--- src/rtl/hazard_pkg.sv ---
// Shared types and constants for the pipeline hazard/stall sequencer.
package hazard_pkg;

   typedef enum logic [1:0] {
      IDLE     = 2'd0,
      RUN      = 2'd1,
      MEM_WAIT = 2'd2,
      ERROR    = 2'd3
   } hazardState_t;

   // Register x0 is hard-wired zero, so a load targeting it never creates a hazard.
   localparam int ZERO_REG = 0;

endpackage

--- src/rtl/sat_counter.sv ---
// Saturating up-counter: increments on inc_i, sticks at all-ones, cleared by rst_i.
module sat_counter #(
   parameter int W = 32
) (
   input  logic         clk_i,
   input  logic         rst_i,
   input  logic         inc_i,
   output logic [W-1:0] cnt_o
);

   always_ff @(posedge clk_i) begin
      if (rst_i) begin
         cnt_o <= '0;
      end else if (inc_i && (cnt_o != {W{1'b1}})) begin
         cnt_o <= cnt_o + W'(1);
      end
   end

endmodule

--- src/rtl/hazard_stall_ctrl.sv ---
// Five-stage pipeline sequencer: load-use bubbles, memory-wait freezes, branch flushes,
// plus saturating stall/flush counters and a sticky memory-timeout error.
module hazard_stall_ctrl
   import hazard_pkg::*;
#(
   parameter int REG_AW      = 5,
   parameter int CNT_W       = 32,
   parameter int MEM_TIMEOUT = 16
) (
   input  logic              clk_i,
   input  logic              rst_i,
   input  logic              start_i,
   input  logic [REG_AW-1:0] id_rs1_i,
   input  logic [REG_AW-1:0] id_rs2_i,
   input  logic              ex_memread_i,
   input  logic [REG_AW-1:0] ex_rd_i,
   input  logic              branch_taken_i,
   input  logic              mem_req_i,
   input  logic              mem_ready_i,
   output logic              pc_write_o,
   output logic              ifid_write_o,
   output logic              noop_o,
   output logic              ifid_flush_o,
   output logic              pipe_stall_o,
   output logic              err_o,
   output logic [CNT_W-1:0]  stall_cnt_o,
   output logic [CNT_W-1:0]  flush_cnt_o
);

   localparam int WCW = (MEM_TIMEOUT > 2) ? $clog2(MEM_TIMEOUT) : 1;

   hazardState_t   stateReg, stateNext;
   logic [WCW-1:0] waitCntReg, waitCntNext;
   logic           errReg, errNext;

   logic memStall, loadUse;
   logic runPc, runIfid, runNoop, runFlush, runStall;
   logic stallInc;

   always_comb begin
      memStall = mem_req_i & ~mem_ready_i;
      loadUse  = ex_memread_i && (ex_rd_i != REG_AW'(ZERO_REG)) &&
                 ((ex_rd_i == id_rs1_i) || (ex_rd_i == id_rs2_i));

      // Decode used by RUN and by the MEM_WAIT cycle in which memory completes.
      runPc    = 1'b1;
      runIfid  = 1'b1;
      runNoop  = 1'b0;
      runFlush = 1'b0;
      runStall = 1'b0;
      if (memStall) begin
         runPc    = 1'b0;
         runIfid  = 1'b0;
         runStall = 1'b1;
      end else if (loadUse) begin
         // Branch is suppressed: it re-resolves once the bubble has passed.
         runPc    = 1'b0;
         runIfid  = 1'b0;
         runNoop  = 1'b1;
      end else if (branch_taken_i) begin
         runFlush = 1'b1;
      end

      pc_write_o   = 1'b0;
      ifid_write_o = 1'b0;
      noop_o       = 1'b0;
      ifid_flush_o = 1'b0;
      pipe_stall_o = 1'b0;
      stateNext    = stateReg;
      waitCntNext  = waitCntReg;
      errNext      = errReg;

      case (stateReg)
         IDLE: begin
            noop_o = 1'b1;
            if (start_i) stateNext = RUN;
         end
         RUN: begin
            pc_write_o   = runPc;
            ifid_write_o = runIfid;
            noop_o       = runNoop;
            ifid_flush_o = runFlush;
            pipe_stall_o = runStall;
            if (memStall) begin
               stateNext   = MEM_WAIT;
               waitCntNext = WCW'(1);
            end
         end
         MEM_WAIT: begin
            if (mem_ready_i) begin
               pc_write_o   = runPc;
               ifid_write_o = runIfid;
               noop_o       = runNoop;
               ifid_flush_o = runFlush;
               pipe_stall_o = runStall;
               stateNext    = RUN;
               waitCntNext  = '0;
            end else begin
               pipe_stall_o = 1'b1;
               if (waitCntReg == WCW'(MEM_TIMEOUT - 1)) begin
                  stateNext = ERROR;
                  errNext   = 1'b1;
               end else begin
                  waitCntNext = waitCntReg + WCW'(1);
               end
            end
         end
         default: begin
            pipe_stall_o = 1'b1;
            noop_o       = 1'b1;
         end
      endcase

      stallInc = ((stateReg == RUN) || (stateReg == MEM_WAIT)) && !pc_write_o;
   end

   always_ff @(posedge clk_i) begin
      if (rst_i) begin
         stateReg   <= IDLE;
         waitCntReg <= '0;
         errReg     <= 1'b0;
      end else begin
         stateReg   <= stateNext;
         waitCntReg <= waitCntNext;
         errReg     <= errNext;
      end
   end

   assign err_o = errReg;

   sat_counter #(.W(CNT_W)) stallCounter (
      .clk_i (clk_i),
      .rst_i (rst_i),
      .inc_i (stallInc),
      .cnt_o (stall_cnt_o)
   );

   sat_counter #(.W(CNT_W)) flushCounter (
      .clk_i (clk_i),
      .rst_i (rst_i),
      .inc_i (ifid_flush_o),
      .cnt_o (flush_cnt_o)
   );

endmodule

--- config.mk ---
export PLATFORM = sky130hd
export DESIGN_NAME = hazard_stall_ctrl
export DESIGN_NICKNAME = d
export VERILOG_FILES = /design/src/rtl/hazard_pkg.sv /design/src/rtl/sat_counter.sv /design/src/rtl/hazard_stall_ctrl.sv
export SDC_FILE = /design/constraint.sdc
export NUM_CORES = 1
export LEC_CHECK = 0
export BUFFER_PORTS_ARGS = -buffer_cell sky130_fd_sc_hd__buf_2
export CORE_MARGIN = 2
export CORE_UTILIZATION = 58
export CTS_CLUSTER_SIZE = 10
export DETAILED_ROUTE_END_ITERATION = 10
export GPL_TIMING_DRIVEN = 0
export PLACE_DENSITY = 0.95
export SKIP_LAST_GASP = 1
export SLEW_MARGIN = 5
export SYNTH_ARGS = -nofsm -noshare
export SYNTH_HDL_FRONTEND = slang
export SYNTH_SLANG_ARGS = --single-unit
--- constraint.sdc ---
create_clock -name clk_i -period 4.8 [get_ports clk_i]
set_clock_uncertainty 0.15 [all_clocks]
set_input_delay 0.24 -clock clk_i [delete_from_list [all_inputs] [get_ports clk_i]]
set_output_delay 0.24 -clock clk_i [all_outputs]
set_load 0.02 [all_outputs]
### After elaboration in Yosys (flattened, before gate mapping)

Cells that the tools add are included.
Widths: inputs -> output; s select.

| storage, ports and cells | value |
|---|---|
| bits in registers | 71 |
| latch bits | 0 |
| RAM bits | 0 |
| ROM bits | 0 |
| input bits | 22 |
| output and inout port bits | 70 |
| logic and storage cells | 61 |
| memories kept | 0 |

| operators by class | value |
|---|---|
| add/sub/neg operators | 3 |
| multipliers | 0 |
| divide/modulo/power cells | 0 |
| order comparisons | 0 |
| equal/unequal tests | 11 |
| shifts and indexed selects | 0 |
| mux-type cells | 25 |
| bitwise operators | 2 |
| reduce and logical (&&, ||, !) cells | 15 |

Operator list:

| kind | number |
|---|---|
| $add 32x1->32 const B | 2 |
| $ne 32x32->1 const B | 2 |
| $mux 1 | 12 |
| $mux 4 | 3 |
| $eq 5x5->1 | 2 |
| $mux 2 | 4 |
| $pmux 4 s2 | 1 |
| $ne 3x3->1 const B | 2 |
| $pmux 1 s2 | 3 |
| $pmux 2 s3 | 1 |
| $reduce_and 3->1 | 2 |
| $logic_and 1x1->1 | 5 |
| $reduce_bool 5->1 | 1 |
| $add 4x1->4 const B | 1 |
| $eq 4x4->1 const B | 1 |
| $ne 2x2->1 const B | 2 |
| $reduce_and 4->1 | 1 |
| $pmux 1 s3 | 1 |
| $reduce_bool 3->1 | 1 |
| $eq 2x1->1 const B | 1 |
| $eq 2x2->1 const B | 1 |
| $logic_not 2->1 | 1 |
| $logic_or 1x1->1 | 2 |
| $reduce_bool 2->1 | 1 |
| other kinds (3) | 3 |

### Longest topological paths before layout

Gate-level depths: netlist (run 1).

| logic depth | value |
|---|---|
| word-level depth | 10 |
| mapped depth | 11 |
| depth with buffers taken out | 10 |

### Cells and area by module

Synthesis (run 1) repeated with hierarchy kept, for this count alone.

| second synthesis, totals | value |
|---|---|
| cells, all modules | 474 |
| area total of the unflattened synthesis | 3975.1 um^2 |

Modules (own cells, without submodules):

| module | instances | cells each | area each (um^2) |
|---|---|---|---|
| sat_counter | 2 | 199 | 1674.1 |
| hazard_stall_ctrl | 1 | 76 | 626.9 |

### Worst setup path after synthesis (run 1)

OpenSTA, ideal clock, no wires.

| timing | value |
|---|---|
| kind | register to register |
| start | reg stateReg[0] |
| end | reg stallCounter.cnt_o[14] |
| arrival time | 2.065 ns |
| path slack | 2.464 ns |
| cell stages (with the launch flop) | 10 |
| period minus slack after synthesis | 2.336 ns |
| cells stage by stage | dfxtp_1 -> inv_1 -> ha_1 -> o21ai_0 -> o21a_1 -> o21ai_0 -> o21bai_1 -> nor4_1 -> nand3_1 -> mux2_2 |

| on the way | value |
|---|---|
| cells in the longest elaborated chain, start to end | 5 |
| elaborated cells between the ends (all ways) | 7 |

RTL lines:

| element | line | RTL |
|---|---|---|
| start: declaration | hazard_stall_ctrl.sv:32 | `hazardState_t stateReg, stateNext;` |
| start signal: assignment | hazard_stall_ctrl.sv:123 | `stateReg <= stateNext;` |
| $eq 2x2->1 / $eq 2x1->1 (equally long branches) | hazard_stall_ctrl.sv:73, hazard_stall_ctrl.sv:114 |  |
| $pmux 1 s2 | hazard_stall_ctrl.sv:73 | `case (stateReg)` |
| $logic_not 1->1 | hazard_stall_ctrl.sv:114 | `stallInc = ((stateReg == RUN) \|\| (stateReg == MEM_WAIT)) && !pc_write_o;` |
| $logic_and 1x1->1 (*) | hazard_stall_ctrl.sv:114 |  |
| $logic_and 1x1->1 (*) | sat_counter.sv:14 | `end else if (inc_i && (cnt_o != {W{1'b1}})) begin` |
| end signal: assignment | sat_counter.sv:15 | `cnt_o <= cnt_o + W'(1);` |
| end: declaration | sat_counter.sv:8 | `output logic [W-1:0] cnt_o` |

Every way passes the cells marked *; elsewhere a longest branch is shown, timed or not.
A chain may end at the register's enable or synchronous reset.

### Final worst setup path (run 1)

| timing | value |
|---|---|
| start | reg stateReg[0] |
| end | out pc_write_o |

| on the way | value |
|---|---|
| cells in the longest elaborated chain, start to end | 2 |
| elaborated cells between the ends (all ways) | 3 |

RTL lines:

| element | line | RTL |
|---|---|---|
| $eq 2x2->1 / $eq 2x1->1 (equally long branches) | hazard_stall_ctrl.sv:73 |  |
| $pmux 1 s2 (*) | hazard_stall_ctrl.sv:73 |  |
| end: declaration | hazard_stall_ctrl.sv:20 | `output logic pc_write_o,` |

Marks and branches as above.

==> qor.yml, run 1 <==
outcome:
  status: "finished, final reports clean"
pwr:
  ir_drop_mv: 0.2991
  power_mw: 1.269
  p_leak_nw: 1.792
  power_density_mw_per_mm2: 280.9
logic_synthesis:
  synth_area_leaders: "dfxtp_1, xnor2_1, nor2_1"
  ys_warn_count: 0
  yosys-top-cells-count: "dfxtp_1, nor2_1, xnor2_1"
  synthCells: 468
  netlist_area_mm2: 0.003777
  synth_enable_flop_cells: 0
  synth_area_per_cell_um2: 8.071
  synth_flop_cell: "dfxtp_1"
  syn-num-nets: 499
  netlist.area_leader.share: 0.3763
  synth.distinct_cells: 46
  synth-seq-area-share: 0.3763
  synth_seq_cells: 71
  synthArstFlopShare: 0
  yosys.area.top_type: "dfxtp_1"
drt:
  drt-vias-per-instance: 5.802
  wl_per_cell_um: 14.64
  drcViolationCount: 0
  wl_um: 9544
  routed-via-count: 3783
  drt_iter0_markers: 204
  first_pass_iters: 5
  drtAntennaViolNets: 0
setup_path:
  required_ps: 4410
  cp.arrival_ps: 2390
  crit_slowest_cell: "dfxtp_1"
  endpoint_kind: "output pin"
  r2r_cells: 11
  reg2reg_slack_ps: 2090
  max_stage_delay_ps: 450
  path_class: "register to output pin"
  r2r_start: "stateReg[0]$_SDFFE_PP0P_"
  r2r_end: "stallCounter.cnt_o[21]$_SDFFE_PP0P_"
  path_cells: "inv_1, ha_1, o21ai_0, o21ai_0, nand2_1, a21o_4, clkinv_4, buf_2, buf_4, buf_2"
  start_kind: "register"
  worst-path-max-fanout: 11
placement:
  place_congestion: 0.9398
  hpwlAfterDp_um: 6995
  place_area_mm2: 0.004329
  dp.cells: 636
  portBuffers: 91
  dp_slack_ps: 2162
timing:
  layout_min_cycle_time_ps: 2784
  worst_slack_ps: 2016
  tightest_slew_ps: 593.8
  setup-violations-final: 0
  rsz0062_at_grt: "no"
  finalHoldViolCount: 0
  slew_headroom: 0.6041
  fmax_mhz: 359.2
  holdWs_ps: 132.5
  drv_slew: 0
  setup_tns_ps: 0
  fin_crit_sh: 0.5800
floorplanning:
  fp.dieW_um: 84.70
  die-area_mm2: 0.007174
  core_area_mm2: 0.006314
  rows: 29
  die_y_um: 84.70
  start_util: 0.5983
  io_pins: 92
clock_network:
  cts_tree: "done"
  cts.path.max_buffers: 2
  cts_setup_buffers: 0
  cts.sinks: 71
  cts_root_buf: "clkbuf_8"
  clk_latency_ps: 340
  cts_hold_buf: 0
  clkTransAtPathRegs_ps: 70
  htree_levels: 3
  ctsResizeCount: 0
  cts_buffers: 9
hold_path:
  hold_path.class: "primary input to register"
  min_from: "rst_i"
  hold_path_end: "flushCounter.cnt_o[31]$_SDFFE_PP0P_"
  hold_path_depth: 3
finish:
  finalInstanceArea_mm2: 0.004518
  antenna-diode-count: 0
  syn_to_final_growth_pct: 19.61
  multi_input_area_mm2: 0.002215
  seq_area_mm2: 0.001421
  drive_gt1_frac: 0.2209
  fillers: 484
  final_nets: 601
  finish.utilization: 0.7156
  final_cells: 652
job:
  drv_cap: 0
global_routing:
  grt_pass1_wl_um: 15800
  grt_max_degree: 13
  antenna_found_initial: 0
  grt_pass1_vias: 3558
  track_usage: 0.2658
  grt_overflow: 0
## flip-flops by register name, indices dropped and copies added, names as in the netlist
| register | cells |
|---|---|
| waitCntReg | 4 |
| stallCounter.cnt_o | 32 |
| stateReg | 2 |
| flushCounter.cnt_o | 32 |
| err_o | 1 |
## cell usage in the layout, fill, tap and decap left out, drive strengths merged, types with 2 or more instances in the layout
cell,netlist,final
or2,2,2
a21o,2,2
o21bai,3,3
inv,15,15
o21a,2,2
mux2,4,4
or3,4,4
clkinv,1,5
mux2i,2,2
nor2,71,71
nand4,24,24
nor4,14,14
nand3,30,30
a21oi,13,13
and4,4,4
nor2b,6,6
o31ai,2,2
nand2b,2,2
a211oi,2,2
or4,4,4
dfxtp,71,71
xor2,12,12
nor3,30,30
clkbuf,7,17
nor3b,2,2
buf,10,101
o21ai,11,11
and3,13,13
nand2,38,38
and2,3,3
ha,9,9
xnor2,49,49
## worst max-delay path, delay by kind of cell, from the launching register on
family | cells | cell delay (ps)
AOI/OAI and AO/OA | 3 | 540
adders and majority gates | 1 | 270
and+or+nand+nor | 1 | 120
buffers and inverters | 5 | 680
DFF | 1 | 450
## cells by family (layout without fill, tap and decap cells)
family / Yosys count / count (layout) / share of synthesized area
simple gates: 248 / 248 / 0.3316
buf+inv: 33 / 140 / 0.03743
flops: 71 / 71 / 0.3763
fa+ha+maj: 9 / 9 / 0.02981
mux: 6 / 6 / 0.01722
xor+xnor: 61 / 61 / 0.1414
compound gates: 40 / 40 / 0.06624
## metal layers
layer	GRT usage	wire length, µm	part of all wire
met1	0.3311	4024	0.42
met2	0.4617	4765	0.50
met3	0.05310	638	0.067
met4	0.08369	116	0.012
met5	0	0	0
## final cells by class
cell class                 count  share of cell area
buffer                        17             0.01689
clock buffer                  10             0.02825
clock inverter                 6             0.01357
inverter                      16             0.01440
multi-input combinational    364              0.4902
sequential                    71              0.3146
tap                           77             0.02132
timing repair buffer          91              0.1008
## worst max path at each step
stage / from / to / slack (ps)
CTS: stateReg[0]$_SDFFE_PP0P_ / pc_write_o / 2040
detailed placement: stateReg[0]$_SDFFE_PP0P_ / stallCounter.cnt_o[14]$_SDFFE_PP0P_ / 2160
floorplan: stateReg[0]$_SDFFE_PP0P_ / stallCounter.cnt_o[14]$_SDFFE_PP0P_ / 2460
global route: stateReg[0]$_SDFFE_PP0P_ / pc_write_o / 1830
global placement: stateReg[0]$_SDFFE_PP0P_ / stallCounter.cnt_o[14]$_SDFFE_PP0P_ / 2200
finish: stateReg[0]$_SDFFE_PP0P_ / pc_write_o / 2020
## report_power, final
part	switching, mW	internal (mW)	total (mW)
registers	0.0115	0.597	0.609
clock network	0.229	0.238	0.467
logic	0.128	0.0648	0.193
total	0.369	0.900	1.27
(Power assumes the default switching activity.)
==> run 2: changes to the inputs <==
--- a/config.mk
+++ b/config.mk
@@ -5,13 +5,14 @@
 export SDC_FILE = /design/constraint.sdc
 export NUM_CORES = 1
 export LEC_CHECK = 0
+export ABC_AREA = 1
 export BUFFER_PORTS_ARGS = -buffer_cell sky130_fd_sc_hd__buf_2
 export CORE_MARGIN = 2
-export CORE_UTILIZATION = 58
+export CORE_UTILIZATION = 56
 export CTS_CLUSTER_SIZE = 10
 export DETAILED_ROUTE_END_ITERATION = 10
 export GPL_TIMING_DRIVEN = 0
-export PLACE_DENSITY = 0.95
+export PLACE_DENSITY = 0.92
 export SKIP_LAST_GASP = 1
 export SLEW_MARGIN = 5
 export SYNTH_ARGS = -nofsm -noshare
==> constraint.sdc (replaced) <==
create_clock -name clk_i -period 2.67 [get_ports clk_i]
set_clock_uncertainty 0.15 [all_clocks]
set_input_delay 0.1335 -clock clk_i [delete_from_list [all_inputs] [get_ports clk_i]]
set_output_delay 0.1335 -clock clk_i [all_outputs]
set_load 0.02 [all_outputs]
==> qor.yml, run 2 <==
pwr:
  ir_drop_mv: 0.4073  # +36%
  p_leak_nw: 2.397  # +34%
  power_density_mw_per_mm2: 539.4  # +92%
setup_path:
  worst-path-max-fanout: 10  # -1
  path_cells: "inv_1, ha_1, nand3_1, nor2_2, clkbuf_4, buf_2"
  start_kind: "register"
  crit_buf_inv: 3  # -2
  endpoint_kind: "output pin"
  max_stage_delay_ps: 540  # +90 ps
  cp.arrival_ps: 2240  # -150 ps
  required_ps: 2390  # -2020 ps
  crit_slowest_cell: "ha_1"
  path_delay_family: "adder cells"
  path_class: "register to output pin"
logic_synthesis:
  synth_flop_cell: "dfxtp_1"
  syn-num-nets: 798  # +60%
  synth_area_leaders: "dfxtp_1, nand2_1, a21oi_1"
  ys_warn_count: 0  # unchanged
  synth-seq-area-share: 0.2940  # -0.08229
  synthCells: 767  # +64%
  synth_seq_cells: 71  # unchanged
  yosys-top-cells-count: "nand2_1, nor2_1, dfxtp_1"
  synth.distinct_cells: 26  # -43%
  synth_enable_flop_cells: 0  # unchanged
  netlist_area_mm2: 0.004835  # +28%
  netlist.area_leader.share: 0.2940  # -0.08229
  synthArstFlopShare: 0  # unchanged
  yosys.area.top_type: "dfxtp_1"
  yosysMostFrequentCell: "nand2_1"
  synth_area_per_cell_um2: 6.303  # -22%
drt:
  drcViolationCount: 0  # unchanged
  routed-via-count: 5627  # +49%
  wl_um: 14560  # +53%
  first_pass_iters: 5  # unchanged
  drt-vias-per-instance: 5.742  # -1.0%
  drtAntennaViolNets: 0  # unchanged
  drt_iter0_markers: 484  # +140%
  wl_per_cell_um: 14.86  # +1.5%
clock_network:
  clkTransAtPathRegs_ps: 80  # about the same
  cts_tree: "done"
  cts_setup_buffers: 0  # unchanged
  clk_latency_ps: 350  # about the same
  cts.sinks: 71  # unchanged
  htree_levels: 3  # unchanged
  cts_root_buf: "clkbuf_8"
  cts.path.max_buffers: 2  # unchanged
  cts_buffers: 9  # unchanged
placement:
  hpwlAfterDp_um: 10870  # +55%
  place_congestion: 0.9824  # +4.5%
  dp.cells: 963  # +51%
  dp_slack_ps: 282.7  # -1880 ps
  portBuffers: 91  # unchanged
finish:
  syn_to_final_growth_pct: 17.44
  final_nets: 901  # +50%
  drive_gt1_frac: 0.1509  # -0.07001
  layout_common_cells: "nand2_1, buf_2, nor2_1"
  antenna-diode-count: 0  # unchanged
  final_cells: 980  # +50%
  fillers: 751  # +55%
  mostFrequentLayoutCell: "nand2_1"
  largestRegisters: "flushCounter.cnt_o x32, stallCounter.cnt_o x32, waitCntReg x4"
timing:
  drv_slew: 0  # unchanged
  fmax_mhz: 396.8
  setup-violations-final: 0  # unchanged
  slew_headroom: 0.6059  # +0.001780
  fin_crit_sh: 0.9439
  tightest_slew_ps: 591.1  # -2.671 ps
  layout_min_cycle_time_ps: 2520
  worst_slack_ps: 149.7  # -1866 ps
  holdWs_ps: 65.52  # -66.95 ps
  finalHoldViolCount: 0  # unchanged
global_routing:
  grt_overflow: 0  # unchanged
  track_usage: 0.3049  # +0.03910
  grt_pass1_vias: 4936  # +39%
  grt_max_degree: 13  # unchanged
  grt_pass1_wl_um: 23780  # +50%
  antenna_found_initial: 0  # unchanged
floorplanning:
  core_area_mm2: 0.008299  # +31%
  rows: 33  # +14%
  fp.dieW_um: 96.92  # +14%
  start_util: 0.5825  # -0.01575
  die-area_mm2: 0.009393  # +31%
  die_y_um: 96.92  # +14%
  io_pins: 92  # unchanged
job:
  drv_cap: 0  # unchanged
outcome:
  status: "finished, final reports clean"
hold_path:
  hold_path.class: "primary input to register"
[run 2: cell types whose count changed after synthesis, sizes merged, moves of 20 or more]
cell / delta
o21ai: +24
xnor2: -33
nand3: +21
nand2: +171
inv: +50
xor2: +20
a21oi: +56
[run 2: metrics by stage]
step / TNS [ps] / util / area, µm² / power (mW)
6_report: 0 / 0.6842 / 5678 / 3.063
5_1_grt: -9.633 / 0.6842 / 5678 / 3.202
4_1_cts: 0 / 0.6831 / 5669 / 3.043
3_5_place_dp: 0 / 0.6532 / 5421 / 2.035
3_3_place_gp: 0 / 0.6532 / 5421 / 2.020
2_1_floorplan: 0 / - / 4835 / 1.744
[run 2: area by class of cell]
cell class / instances / area (µm²) / area share
plain buffers: 32 / 156.4 / 0.02755
clock buffers: 11 / 151.4 / 0.02666
clock inverters: 5 / 80.08 / 0.01410
inverters: 65 / 244.0 / 0.04297
multi-input cells: 598 / 3018 / 0.5315
flip-flops and latches: 71 / 1421 / 0.2503
well taps: 105 / 131.4 / 0.02314
repair buffers: 93 / 475.5 / 0.08374
[run 2: final timing paths]
check / startpoint / endpoint / slack, ps / depth (start not counted)
worst max-delay path: stateReg[0]$_SDFFE_PP0P_ / ifid_flush_o / 150 / 6
worst min-delay path: branch_taken_i / flushCounter.cnt_o[2]$_SDFFE_PP0P_ / 70 / 5
worst max register to register: flushCounter.cnt_o[1]$_SDFFE_PP0P_ / flushCounter.cnt_o[25]$_SDFFE_PP0P_ / 230 / 10
worst min register to register: err_o$_SDFFE_PP0P_ / err_o$_SDFFE_PP0P_ / 310 / 2
[run 2: worst register-to-register path: stages, from the launching register on]
cell and delay (ps):
dfxtp_1 450, ha_1 320, nand2_1 100, nor2_2 210, nand3_2 170, nor2_2 130, nand3_2 90, nor3b_4 270
buf_4 220, o21ai_1 90, a21oi_1 170
[run 2: where the power goes]
part | leakage (nW) | switching, mW | internal (mW)
combinational | 1.71 | 0.666 | 0.235
sequential | 0.573 | 0.0514 | 1.09
clock | 0.112 | 0.440 | 0.576
[run 2: routing by layer]
metal  part of all wire  track usage  vias to the layer above
met2               0.45       0.4685                      301
li1                   -            -                     2741
met3              0.091      0.06431                       34
met1               0.44       0.4216                     2551
met5                  0            0                        -
met4              0.024       0.1116                        0
[run 2: kinds of logic after synthesis]
logic type,synth area share
compound gates,0.1108
flops,0.2940
buf+inv,0.08307
simple gates,0.4019
fa+ha+maj,0.02329
xor+xnor,0.08696
[run 2: what timing repair did]
item	CTS	global route
resized for setup	0	3
pin swaps	0	0
endpoints found under the setup margin	1	1
endpoints found under the hold margin	5	0
hold buffers	2	0
==> run 3: changes to the inputs <==
--- a/config.mk
+++ b/config.mk
@@ -8,11 +8,11 @@
 export ABC_AREA = 1
 export BUFFER_PORTS_ARGS = -buffer_cell sky130_fd_sc_hd__buf_2
 export CORE_MARGIN = 2
-export CORE_UTILIZATION = 56
+export CORE_UTILIZATION = 55
 export CTS_CLUSTER_SIZE = 10
 export DETAILED_ROUTE_END_ITERATION = 10
 export GPL_TIMING_DRIVEN = 0
-export PLACE_DENSITY = 0.92
+export PLACE_DENSITY = 0.9
 export SKIP_LAST_GASP = 1
 export SLEW_MARGIN = 5
 export SYNTH_ARGS = -nofsm -noshare
==> qor.yml, run 3 (synthesized netlist as in run 2, its figures left out) <==
global_routing:
  grt_pass1_vias: 4922  # -0.28%
  grt_pass1_wl_um: 23520  # -1.1%
  grt_overflow: 0  # unchanged
  antenna_found_initial: 0  # unchanged
  grt_max_degree: 13  # unchanged
  track_usage: 0.2949  # -0.009955
floorplanning:
  start_util: 0.5598  # -0.02270
  die-area_mm2: 0.009556  # +1.7%
  io_pins: 92  # unchanged
  core_area_mm2: 0.008636  # +4.1%
  die_y_um: 97.76  # +0.87%
  rows: 34  # +3.0%
  fp.dieW_um: 97.76  # +0.87%
clock_network:
  cts.sinks: 71  # unchanged
  cts_root_buf: "clkbuf_8"
  cts_buffers: 9  # unchanged
  cts_setup_buffers: 0  # unchanged
  htree_levels: 3  # unchanged
  clkTransAtPathRegs_ps: 80  # about the same
  cts.path.max_buffers: 2  # unchanged
  clk_latency_ps: 350  # about the same
  cts_tree: "done"
setup_path:
  worstSetupStartpoint: "stateReg[0]$_SDFFE_PP0P_"
  r2r_cells: 10  # unchanged
  max_stage_delay_ps: 510  # -30 ps
  reg2reg_slack_ps: 210  # -20 ps
  path_cells: "inv_1, ha_1, nand3_1, nor2_4, clkbuf_4, buf_2"
  endpoint_kind: "output pin"
  crit_slowest_cell: "ha_1"
  r2r_end: "flushCounter.cnt_o[29]$_SDFFE_PP0P_"
  start_kind: "register"
  path_class: "register to output pin"
  cp.arrival_ps: 2200  # -40 ps
  r2r_start: "flushCounter.cnt_o[0]$_SDFFE_PP0P_"
  required_ps: 2390  # about the same
  worst-path-max-fanout: 10  # unchanged
timing:
  slew_headroom: 0.5738  # -0.03209
  layout_min_cycle_time_ps: 2482  # -38.09 ps
  rsz0062_at_grt: "no"
  holdWs_ps: 59.22  # -6.304 ps
  tightest_slew_ps: 634.4  # +43.26 ps
  finalHoldViolCount: 0  # unchanged
  drv_slew: 0  # unchanged
  setup-violations-final: 0  # unchanged
  fin_crit_sh: 0.9297  # -0.01427
  fmax_mhz: 402.9  # +1.5%
  setup_tns_ps: 0  # unchanged
hold_path:
  hold_path_depth: 5  # unchanged
  hold_path_end: "flushCounter.cnt_o[2]$_SDFFE_PP0P_"
  min_from: "branch_taken_i"
  hold_path.class: "primary input to register"
placement:
  place_congestion: 0.9819  # about the same
  hpwlAfterDp_um: 10720  # -1.4%
  dp.cells: 966  # +0.31%
  portBuffers: 91  # unchanged
drt:
  drtAntennaViolNets: 0  # unchanged
  drt-vias-per-instance: 5.611  # -2.3%
  drt_iter0_markers: 472  # -2.5%
  drcViolationCount: 0  # unchanged
  routed-via-count: 5516  # -2.0%
  first_pass_iters: 6  # +1
  wl_um: 14140  # -2.9%
  wl_per_cell_um: 14.38  # -3.2%
job:
  drv_cap: 0  # unchanged
pwr:
  ir_drop_mv: 0.3186  # -22%
  power_density_mw_per_mm2: 524.2  # -2.8%
  p_leak_nw: 2.395  # -0.10%
finish:
  largestRegisters: "flushCounter.cnt_o x32, stallCounter.cnt_o x32, waitCntReg x4"
  antenna-diode-count: 0  # unchanged
  final_cells: 983  # +0.31%
  final_nets: 901  # unchanged
  drive_gt1_frac: 0.1509  # unchanged
  mostFrequentLayoutCell: "nand2_1"
  layout_common_cells: "nand2_1, buf_2, nor2_1"
  syn_to_final_growth_pct: 17.21
outcome:
  status: "finished, final reports clean"
run 3: cell types whose count changed in the layout (fill, tap and decap cells not counted), sizes merged:
cell	previous run	this run
clkbuf	28	26
clkinvlp	2	1
clkinv	1	4
run 3: area by class of cell:
class / instances / area, µm²
Buffer: 32 / 156.4
Multi-Input combinational cell: 598 / 3023
Fill cell: 803 / 2969
Clock inverter: 7 / 87.58
Inverter: 65 / 244.0
Tap cell: 108 / 135.1
Sequential cell: 71 / 1421
Timing Repair Buffer: 93 / 475.5
Clock buffer: 9 / 123.9
run 3: how the worst max path moves through the flow:
stage / endpoint / slack [ps] / depth (start not counted)
2_1_floorplan: flushCounter.cnt_o[6]$_SDFFE_PP0P_ / 530 / 10
3_3_place_gp: stallCounter.cnt_o[30]$_SDFFE_PP0P_ / 310 / 10
3_5_place_dp: flushCounter.cnt_o[12]$_SDFFE_PP0P_ / 270 / 8
4_1_cts: ifid_flush_o / 40 / 10
5_1_grt: flushCounter.cnt_o[12]$_SDFFE_PP0P_ / 20 / 10
6_report: ifid_flush_o / 190 / 6
run 3: report_power, final:
group	total [mW]	internal (mW)	leakage, nW	switching [mW]
combinational	0.885	0.232	1.71	0.653
sequential	1.15	1.09	0.573	0.0534
clock	0.938	0.519	0.109	0.418
total	2.97	1.85	2.39	1.12
run 3: critical path: cells and delay by family, from the launching register on:
kind / cells / cell delay [ps]
buffers and inverters: 3 / 520
flip-flops: 1 / 420
adder cells (fa/ha/maj): 1 / 510
AND/OR/NAND/NOR: 2 / 390
run 3: what timing repair did:
action | CTS | global route
endpoints found under the setup margin | 1 | 1
hold endpoints to repair | 7 | 0
gates resized for setup | 0 | 4
hold buffers | 2 | 0
run 3: routing by layer:
layer | vias up | routed length (µm) | track usage
li1 | 2734 | - | -
met1 | 2519 | 6359 | 0.4116
met2 | 236 | 6373 | 0.4647
met3 | 27 | 1200 | 0.05154
met4 | 0 | 208 | 0.09936
met5 | - | 0 | 0
run 3: per-stage QoR:
stage               utilization  total power, mW  area, µm²  worst slack [ps]
detailed placement       0.6282            2.026       5425             269.1
floorplan                     -            1.744       4835             531.1
finish                   0.6562            2.970       5667             187.8
global route             0.6562            3.122       5667             19.86
CTS                      0.6546            2.951       5653             43.50
global placement         0.6282            2.014       5425             306.6
